File: src/rtl/regfile_scoreboard.sv
// Register file with per-register pending-write counters for RAW/load-use stall detection.
// Optional write-through forwarding from write-back to the read ports: define REGFILE_BYPASS_EN.
`timescale 1ns/1ps

module regfile_scoreboard #(
  parameter int              DATA_W   = 16,
  parameter int              ADDR_W   = 3,
  parameter int              NUM_RD   = 2,
  parameter int              PEND_W   = 2,
  parameter logic [DATA_W-1:0] BA_RESET = 16'h0040
) (
  input  logic                       i_clk,
  input  logic                       i_rst_n,
  input  logic [NUM_RD*ADDR_W-1:0]   i_rd_addr,
  output logic [NUM_RD*DATA_W-1:0]   o_rd_data,
  output logic [NUM_RD-1:0]          o_rd_busy,
  input  logic                       i_issue_en,
  input  logic [ADDR_W-1:0]          i_issue_addr,
  output logic                       o_issue_ready,
  input  logic                       i_wr_en,
  input  logic [ADDR_W-1:0]          i_wr_addr,
  input  logic [DATA_W-1:0]          i_wr_data,
  input  logic                       i_flush,
  output logic                       o_sb_err
);

  localparam int                NUM_REGS = 1 << ADDR_W;
  localparam logic [PEND_W-1:0] CNT_MAX  = {PEND_W{1'b1}};

  logic [DATA_W-1:0] r_regs [NUM_REGS];
  logic [PEND_W-1:0] r_cnt  [NUM_REGS];
  logic              r_sb_err;

  logic [ADDR_W-1:0] w_rd_addr [NUM_RD];
  logic              w_same_addr;

  assign w_same_addr = i_issue_en && i_wr_en && (i_issue_addr == i_wr_addr);

  always_ff @(posedge i_clk or negedge i_rst_n) begin
    if (!i_rst_n) begin
      r_regs[0] <= BA_RESET;
      for (int i = 1; i < NUM_REGS; i++) begin
        r_regs[i] <= '0;
      end
    end else if (i_wr_en) begin
      r_regs[i_wr_addr] <= i_wr_data;
    end
  end

  // Flush beats everything; an issue and a release of the same register cancel out.
  always_ff @(posedge i_clk or negedge i_rst_n) begin
    if (!i_rst_n) begin
      for (int i = 0; i < NUM_REGS; i++) begin
        r_cnt[i] <= '0;
      end
      r_sb_err <= 1'b0;
    end else if (i_flush) begin
      for (int i = 0; i < NUM_REGS; i++) begin
        r_cnt[i] <= '0;
      end
    end else if (!w_same_addr) begin
      if (i_issue_en) begin
        if (r_cnt[i_issue_addr] != CNT_MAX) begin
          r_cnt[i_issue_addr] <= r_cnt[i_issue_addr] + PEND_W'(1);
        end else begin
          r_sb_err <= 1'b1;
        end
      end
      if (i_wr_en) begin
        if (r_cnt[i_wr_addr] != '0) begin
          r_cnt[i_wr_addr] <= r_cnt[i_wr_addr] - PEND_W'(1);
        end else begin
          r_sb_err <= 1'b1;
        end
      end
    end
  end

  always_comb begin
    for (int k = 0; k < NUM_RD; k++) begin
      w_rd_addr[k] = i_rd_addr[k*ADDR_W +: ADDR_W];
    end
  end

  always_comb begin
    o_rd_data = '0;
    o_rd_busy = '0;
    for (int k = 0; k < NUM_RD; k++) begin
      o_rd_data[k*DATA_W +: DATA_W] = r_regs[w_rd_addr[k]];
      o_rd_busy[k]                  = (r_cnt[w_rd_addr[k]] != '0);
`ifdef REGFILE_BYPASS_EN
      // The last outstanding write landing this cycle clears the hazard immediately.
      if (i_wr_en && (i_wr_addr == w_rd_addr[k])) begin
        o_rd_data[k*DATA_W +: DATA_W] = i_wr_data;
        if (r_cnt[w_rd_addr[k]] == PEND_W'(1)) begin
          o_rd_busy[k] = 1'b0;
        end
      end
`endif
    end
  end

  assign o_issue_ready = (r_cnt[i_issue_addr] != CNT_MAX);
  assign o_sb_err      = r_sb_err;

endmodule

File: config.mk
export PLATFORM = sky130hd
export DESIGN_NAME = regfile_scoreboard
export DESIGN_NICKNAME = d
export VERILOG_FILES = /design/src/rtl/regfile_scoreboard.sv
export SDC_FILE = /design/constraint.sdc
export NUM_CORES = 1
export LEC_CHECK = 0
export CORE_ASPECT_RATIO = 0.6
export CORE_MARGIN = 2
export CORE_UTILIZATION = 50
export DETAILED_ROUTE_END_ITERATION = 8
export PLACE_DENSITY = 0.78
export SLEW_MARGIN = 25
export SYNTH_ARGS = -nofsm -noshare
export SYNTH_HDL_FRONTEND = slang
export SYNTH_SLANG_ARGS = --single-unit
File: constraint.sdc
create_clock -name i_clk -period 3.2 [get_ports i_clk]
set_input_delay 0.64 -clock i_clk [delete_from_list [all_inputs] [get_ports i_clk]]
set_output_delay 0.64 -clock i_clk [all_outputs]
set_load 0.02 [all_outputs]
# == Word-level counts from Yosys, hierarchy flattened ==
# Index checks and enable logic that the tools add are counted.
# Widths: inputs -> output; s select.
# classes
eq_ne,3
order_cmp,6
n_reduce_logical,8
bitwise_logic,6
n_mux,39
add_sub_neg,2
# ops
op,count
$mux 16,13
$bwmux 128,1
$bmux 16 s3,2
$demux 16 s3,1
$bwmux 16,2
$bmux 2 s3,4
$mux 2,10
$ge 4x4->1 const B,4
$not 3->4,4
$demux 2 s3,2
$lt 4x1->1 const B,2
$reduce_bool 2->1,3
$logic_and 1x1->1,4
$mux 1,4
$ne 2x2->1 const B,2
$eq 3x3->1,1
$add 2x1->2 const B,1
$not 1->1,2
$reduce_and 2->1,1
$sub 2x1->2 const B,1
# word_totals
regBits,145
word_cells,81

# == Longest topological paths before layout ==
# Gate-level depths: netlist of the first run.
# depth
ltp_word,15
depth_mapped,11
depth_no_buf,9

# == Worst setup path before layout of the first run ==
# OpenSTA, ideal clock, no wires.
# synth_timing
kind,input-to-reg
from,input port i_issue_addr[1]
to,register r_cnt[8] in the netlist's numbering
t_required_ps,3075
path_slack_ps,377
path_buffers,2
cell_stages,11
arrival_ps,2698
cell_sequence,buf_6 -> clkbuf_1 -> mux2i_1 -> nor2_1 -> a31oi_1 -> o21bai_1 -> ha_1 -> nor3b_1 -> nand3_1 -> a21oi_1 -> mux2_2
# synth_via
elab_chain_len,15
word_cells_on_any_way,24
classes_between,add/sub: 1; order compare: 2; eq/ne: 3; mux: 15; bitwise: 1; reduce/logical: 2
# synth_rtl
element,line_no,rtl
start: declaration,18,"input logic [ADDR_W-1:0] i_issue_addr,"
$not 3->4 (implied by the code),"63, 64",
"$bmux 2 s3, or another cell as far along","63, 64",
$mux 2 (implied by the code) or $logic_and 1x1->1 (tied branches),"63, 64",
$mux 2 (on tied branches),"63, 64",
$add 2x1->2 or $demux 2 s3 (tied branches),64,r_cnt[i_issue_addr] <= r_cnt[i_issue_addr] + PEND_W'(1);
$bwmux 16,64,
$mux 16,63,if (r_cnt[i_issue_addr] != CNT_MAX) begin
$mux 16,62,if (i_issue_en) begin
$mux 16,61,end else if (!w_same_addr) begin
$mux 16,57,end else if (i_flush) begin
$bwmux 16,71,r_cnt[i_wr_addr] <= r_cnt[i_wr_addr] - PEND_W'(1);
$mux 16,70,if (r_cnt[i_wr_addr] != '0) begin
$mux 16,69,if (i_wr_en) begin
$mux 16,61,
$mux 16,57,
end signal: indexed assignment,64,
end signal: indexed assignment,71,
end: declaration,31,logic [PEND_W-1:0] r_cnt [NUM_REGS];
# Several ways; a longest one is shown, not always the timed one. The select of a mux whose other input is x is not followed.
# A chain may end at the register's enable or synchronous reset.

# == Worst setup path after layout of the first run ==
# layout_timing
from,input port i_rd_addr[4]
to,output port o_rd_data[16]
# layout_via
elab_chain_len,4
# layout_rtl
element,line_no,rtl
start: declaration,14,"input logic [NUM_RD*ADDR_W-1:0] i_rd_addr,"
$not 3->4 (implied by the code),89,o_rd_data[k*DATA_W +: DATA_W] = r_regs[w_rd_addr[k]];
$bmux 16 s3,89,
$mux 16 (implied by the code) (2 in series),89,
end: declaration,15,"output logic [NUM_RD*DATA_W-1:0] o_rd_data,"
# No other way between the ends. The select of a mux whose other input is x is not followed.

==> flow_summary.json, run 1 <==
{
  "clock_skew_ps": 6.20,
  "status": "complete, no violations",
  "dpl-instance-area_um2": 9450,
  "viasPerCell": 6.25,
  "wire_per_inst_um": 24.1,
  "dpl.hpwl_um": 14100,
  "stdcell_count": 913,
  "drt-total-wl_um": 22000,
  "crit_fanout": 17,
  "design.die.area_um2": 17800,
  "max_stage_delay_ps": 560,
  "portBuffers": 68,
  "required_ps": 2560,
  "cp_cell_sequence": "dlygate4sd2_1, bufbuf_16, mux4_2, mux2_2, clkdlybuf4s50_1",
  "ys_seq_area_share_pct": 43.5,
  "start_util_pct": 51.2,
  "hold_viol_final": 0,
  "syn_nets": 622,
  "antenna_found_initial": 0,
  "powerDensity_nw_per_um2": 600,
  "gr-total-overflow": 0,
  "die_h_um": 104,
  "grt_use_total_pct": 26.4,
  "tightest_slew_ps": 784,
  "drt_first_pass_iters": 5,
  "end_kind": "output port",
  "die_x_um": 171,
  "drc_errors": 0,
  "cts_tree": "done",
  "placedCellCount": 879,
  "synth_ff_type": "dfrtp_1",
  "cts_buffers": 17,
  "synth_edf_count": 0,
  "tns_ps": 0,
  "total_power_mw": 6.06,
  "fin_crit_ps": 3090,
  "drive_above_1_share_pct": 48.2,
  "final_max_slew_viol_count": 0,
  "fmax_ghz": 0.323,
  "layout_commonest_cell": "mux2_2",
  "layout_common_cells": "mux2_2, dfrtp_1, mux4_2",
  "async_reset_ff_share_pct": 100,
  "place.gp.congestion": 0.920,
  "core-area_um2": 16300,
  "grt_pass1_vias": 6113,
  "hp-class": "in2async",
  "postCtsSetupBuffers": 0,
  "clkLatencyLatePin_ps": 420,
  "root_buffer": "clkbuf_16",
  "synth_seq_cells": 145,
  "io_pins": 69,
  "crit_type": "in2out",
  "clk_pin_slew_worst_paths_ps": 70,
  "fin_crit_sh_pct": 96.7,
  "start_kind": "primary input",
  "stdcell_area_um2": 10100,
  "diodes": 0,
  "syn_area_um2": 8350,
  "yosys_warnings": 0,
  "clkSinkCount": 145,
  "ys_types": 43,
  "num_vias": 5705,
  "rsz0062_at_grt": "no",
  "drt_iter0_markers": 479,
  "syn_avg_cell_area_um2": 14.2,
  "clk_path_buf_depth": 2,
  "maxSlewHeadroom_pct": 47.7,
  "crit_slowest_cell": "clkdlybuf4s50_1",
  "peakVddDrop_mv": 0.343,
  "arrival_ps": 2450,
  "syn_to_final_growth_pct": 20.8,
  "rows": 36,
  "setup_viol": 0,
  "maxCapViolations": 0,
  "grt_first_pass_wirelength_um": 35100,
  "nets": 707,
  "netlist_instances": 587,
  "grt_max_degree": 85,
  "antenna_left": 0,
  "htreeDepth": 4,
  "leakage_nw": 4.10
}
## synthesized netlist by cell type (all sizes together) (2+ instances only)
library cell    n  share of area, %
ha              2              0.30
clkbuf         17              0.76
buf            26               1.8
nand3           8              0.60
mux2i           5              0.60
xor2            3              0.31
o41ai           8              0.84
o21ai           4              0.24
a21oi          15               1.0
mux2          170                23
nor2b          12              0.90
nand2b          5              0.37
and3b           2              0.21
mux4           72                19
nor2           32               1.5
inv             2             0.090
and2b           2              0.18
nand2          19              0.85
o2bb2ai         3              0.31
o22ai           3              0.22
nor3            5              0.30
nand3b          8              0.72
nor3b           2              0.18
dfrtp         144                43
a211oi          7              0.63
## area by class of cell
type	count	area [um2]
Inverter	2	7.51
Clock buffer	17	425
Clock inverter	15	163
Fill cell	1237	6220
Timing Repair Buffer	109	1080
Sequential cell	145	3630
Tap cell	228	285
Multi-Input combinational cell	397	4500
## kinds of logic after synthesis
family	Yosys count	share of synthesized area, %
muxes	247	43.1
AOI/OAI and AO/OA	44	3.63
and+or+nand+nor	101	6.56
xor gates and xnor gates	3	0.315
DFF	145	43.5
adders and majority gates	2	0.300
buffers and inverters	45	2.65
## path summary, 6_finish.rpt
path	from	end	slack [ps]	cells after the start
max in group asynchronous	i_rst_n	r_regs[57]$_DFFE_PN0P_	2140	2
min reg2reg	o_sb_err$_DFFE_PN0P_	o_sb_err$_DFFE_PN0P_	480	2
max	i_rd_addr[4]	o_rd_data[16]	110	5
max reg2reg	r_cnt[12]$_DFFE_PN0P_	r_cnt[7]$_DFFE_PN0P_	450	8
min	i_rst_n	r_regs[18]$_DFFE_PN0P_	240	1
min in group i_clk	o_sb_err$_DFFE_PN0P_	o_sb_err$_DFFE_PN0P_	480	2
## registers in the layout (all words and copies together) (netlist names)
signal	flops
r_cnt	16
r_regs	128
o_sb_err	1
## where the power goes
part	total, mW	internal, mW	switching, mW
clock network	1.98	1.11	0.870
logic	1.60	0.956	0.641
registers	2.48	2.20	0.277
## stage by stage
step	hold WS [ps]	util, %	worst slack (ps)
floorplan	344	-	377
global placement	453	57.9	-285
detailed placement	457	57.9	-348
CTS	289	61.9	1.32
global route	325	61.9	41.5
finish	235	61.9	105
## timing repair
item / 4_1_cts / 5_1_grt
cloned: 2 / 0
hold buffers: 0 / 0
gates resized for setup: 23 / 2
endpoints found under the setup margin: 33 / 2
endpoints found under the hold margin: 0 / 0
## critical path: cells and delay by family
family,cells,cell delay (ps)
buffers and inverters,3,1230
multiplexers,2,580
## layer usage
layer / vias to the layer above / global-route usage [%] / share of wire [%]
met4: 0 / 6.17 / 1.4
met5: - / 0 / 0
met3: 36 / 7.34 / 7.6
met2: 239 / 39.0 / 46
met1: 2981 / 39.0 / 45
li1: 2449 / - / -
No activity file was read; power rests on OpenSTA's default activity.
==> inputs of run 2 (changes only) <==
--- a/config.mk
+++ b/config.mk
@@ -5,12 +5,15 @@
 export SDC_FILE = /design/constraint.sdc
 export NUM_CORES = 1
 export LEC_CHECK = 0
+export CAP_MARGIN = 30
 export CORE_ASPECT_RATIO = 0.6
 export CORE_MARGIN = 2
 export CORE_UTILIZATION = 50
 export DETAILED_ROUTE_END_ITERATION = 8
 export PLACE_DENSITY = 0.78
+export SETUP_SLACK_MARGIN = 0.02
 export SLEW_MARGIN = 25
 export SYNTH_ARGS = -nofsm -noshare
 export SYNTH_HDL_FRONTEND = slang
 export SYNTH_SLANG_ARGS = --single-unit
+export TNS_END_PERCENT = 30
==> run 2 against run 1 <==
Effect of this change:
- flip-flop and latch count did not move
- non-clock buffer count fell by 2
- combinational power fell by 4%
- die area did not move
- setup slack improved by 63 ps
- sequential power barely moved
- routed wire length fell by 2.5%
- via count barely moved
- first-iteration DRC count fell by 11%
- total power fell by 1.1%
- hold slack improved by 29 ps
- critical path type unchanged
- largest power group unchanged
==> flow_summary.json, run 2 (synthesized netlist as in run 1, its figures left out) <==
{
  "top_layer_used": "met4",
  "leakage_nw": 4.09,
  "rsz0062_at_grt": "no",
  "fin_crit_sh_pct": 94.7,
  "layout_common_cells": "mux2_2, dfrtp_1, mux4_2",
  "status": "complete, no violations",
  "portBuffers": 68,
  "maxCapViolations": 0,
  "root_buffer": "clkbuf_16",
  "r2r-start": "r_cnt[12]$_DFFE_PN0P_",
  "cp_num_buf_inv": 3,
  "crit_type": "in2out",
  "syn_to_final_growth_pct": 19.7,
  "largest_register_ffs": 128,
  "clock_skew_ps": 5.77,
  "hp-class": "in2async",
  "crit_path_end": "o_rd_data[3]",
  "grt_use_total_pct": 25.6,
  "tightest_slew_ps": 794,
  "gr-total-overflow": 0,
  "drive_above_1_share_pct": 48.2,
  "postCtsSetupBuffers": 0,
  "cts_buffers": 17,
  "hold_viol_final": 0,
  "crit_cells": 5,
  "ctsHoldBuffers": 0,
  "tns_ps": 0,
  "dpl.hpwl_um": 14100,
  "viasPerCell": 6.27,
  "io_pins": 69,
  "crit_fanout": 23,
  "die_x_um": 171,
  "design.die.area_um2": 17800,
  "antenna_left": 0,
  "diodes": 0,
  "dr_wl_met3_um": 1720,
  "rows": 36,
  "layout_commonest_cell": "mux2_2",
  "start_util_pct": 51.2,
  "setup_viol": 0,
  "htreeDepth": 4,
  "clkSinkCount": 145,
  "grt_pass1_vias": 6074,
  "max_stage_delay_ps": 570,
  "num-fill-cells": 1246,
  "num_vias": 5710,
  "critPathLaunch": "i_rd_addr[1]",
  "fin_crit_ps": 3030,
  "final_max_slew_viol_count": 0,
  "reg2reg_to": "r_cnt[7]$_DFFE_PN0P_",
  "drc_errors": 0,
  "drt-total-wl_um": 21400,
  "clkLatencyLatePin_ps": 420,
  "reg2reg_slack_ps": 460,
  "cp_cell_sequence": "clkdlybuf4s50_1, buf_12, mux4_2, mux2_2, dlygate4sd2_1",
  "maxSlewHeadroom_pct": 47.0,
  "drt_iter0_markers": 428,
  "largest-register": "r_regs",
  "end_kind": "output port",
  "crit_slowest_cell": "clkdlybuf4s50_1",
  "rr_worst_depth": 8,
  "die_h_um": 104,
  "grt_first_pass_wirelength_um": 34400,
  "nets": 705,
  "wl_met1_um": 9520,
  "antenna_found_initial": 0,
  "required_ps": 2560,
  "wire_per_inst_um": 23.5,
  "arrival_ps": 2390,
  "core-area_um2": 16300,
  "wl_met2_um": 9850,
  "drt_first_pass_iters": 5,
  "place.gp.congestion": 0.920,
  "grt_max_degree": 85,
  "cts_tree": "done",
  "clk_path_buf_depth": 2,
  "crit_family": "buffers and inverters",
  "start_kind": "primary input",
  "peakVddDrop_mv": 0.341,
  "total_power_mw": 5.99,
  "fmax_ghz": 0.330,
  "clk_pin_slew_worst_paths_ps": 70,
  "powerDensity_nw_per_um2": 599
}
-- run 2: cell count changes in the layout (fill, tap and decap cells not counted) --
cell             change
buf_6                -1
buf_4                +2
clkdlybuf4s50_1     -16
bufbuf_16            -2
dlygate4sd2_1       +15
-- run 2: cell type report --
type / count / area (um2) / area share, %
multi-input cells: 397 / 4500 / 45.0
clock inverters: 15 / 163 / 1.63
inverters: 2 / 7.51 / 0.0751
well taps: 228 / 285 / 2.85
flip-flops and latches: 145 / 3630 / 36.3
repair buffers: 107 / 990 / 9.90
clock buffers: 17 / 425 / 4.25
-- run 2: what timing repair did --
action                                  in CTS  in global routing
endpoints found under the setup margin      35                  1
resized for setup                           38                  2
gates cloned                                 0                  0
endpoints found under the hold margin        0                  0
-- run 2: worst min path at each step --
stage | endpoint | slack, ps | depth (start not counted)
floorplan | o_sb_err$_DFFE_PN0P_ | 340 | 0
global placement | o_sb_err$_DFFE_PN0P_ | 450 | 2
detailed placement | o_sb_err$_DFFE_PN0P_ | 460 | 2
CTS | r_regs[18]$_DFFE_PN0P_ | 290 | 1
global route | r_regs[70]$_DFFE_PN0P_ | 320 | 1
finish | r_regs[18]$_DFFE_PN0P_ | 260 | 1
-- run 2: report_power, final --
group / switching [mW] / internal, mW / total [mW]
Combinational: 0.632 / 0.898 / 1.53
Clock: 0.875 / 1.11 / 1.99
Sequential: 0.275 / 2.20 / 2.48
-- run 2: per-stage QoR --
stage,setup slack [ps],hold WS (ps),area [um2],utilization (%),std cells
CTS,-27.8,289,10000,61.3,911
detailed placement,-348,457,9450,57.9,879
global route,40.7,325,10000,61.3,911
finish,168,264,10000,61.3,911
floorplan,377,344,8350,-,587
global placement,-285,453,9450,57.9,879
-- run 2: layer usage --
metal / GRT usage, % / vias to the layer above
met5: 0 / -
met4: 6.11 / 0
met3: 6.81 / 31
met2: 38.3 / 249
met1: 37.7 / 2987
li1: - / 2443
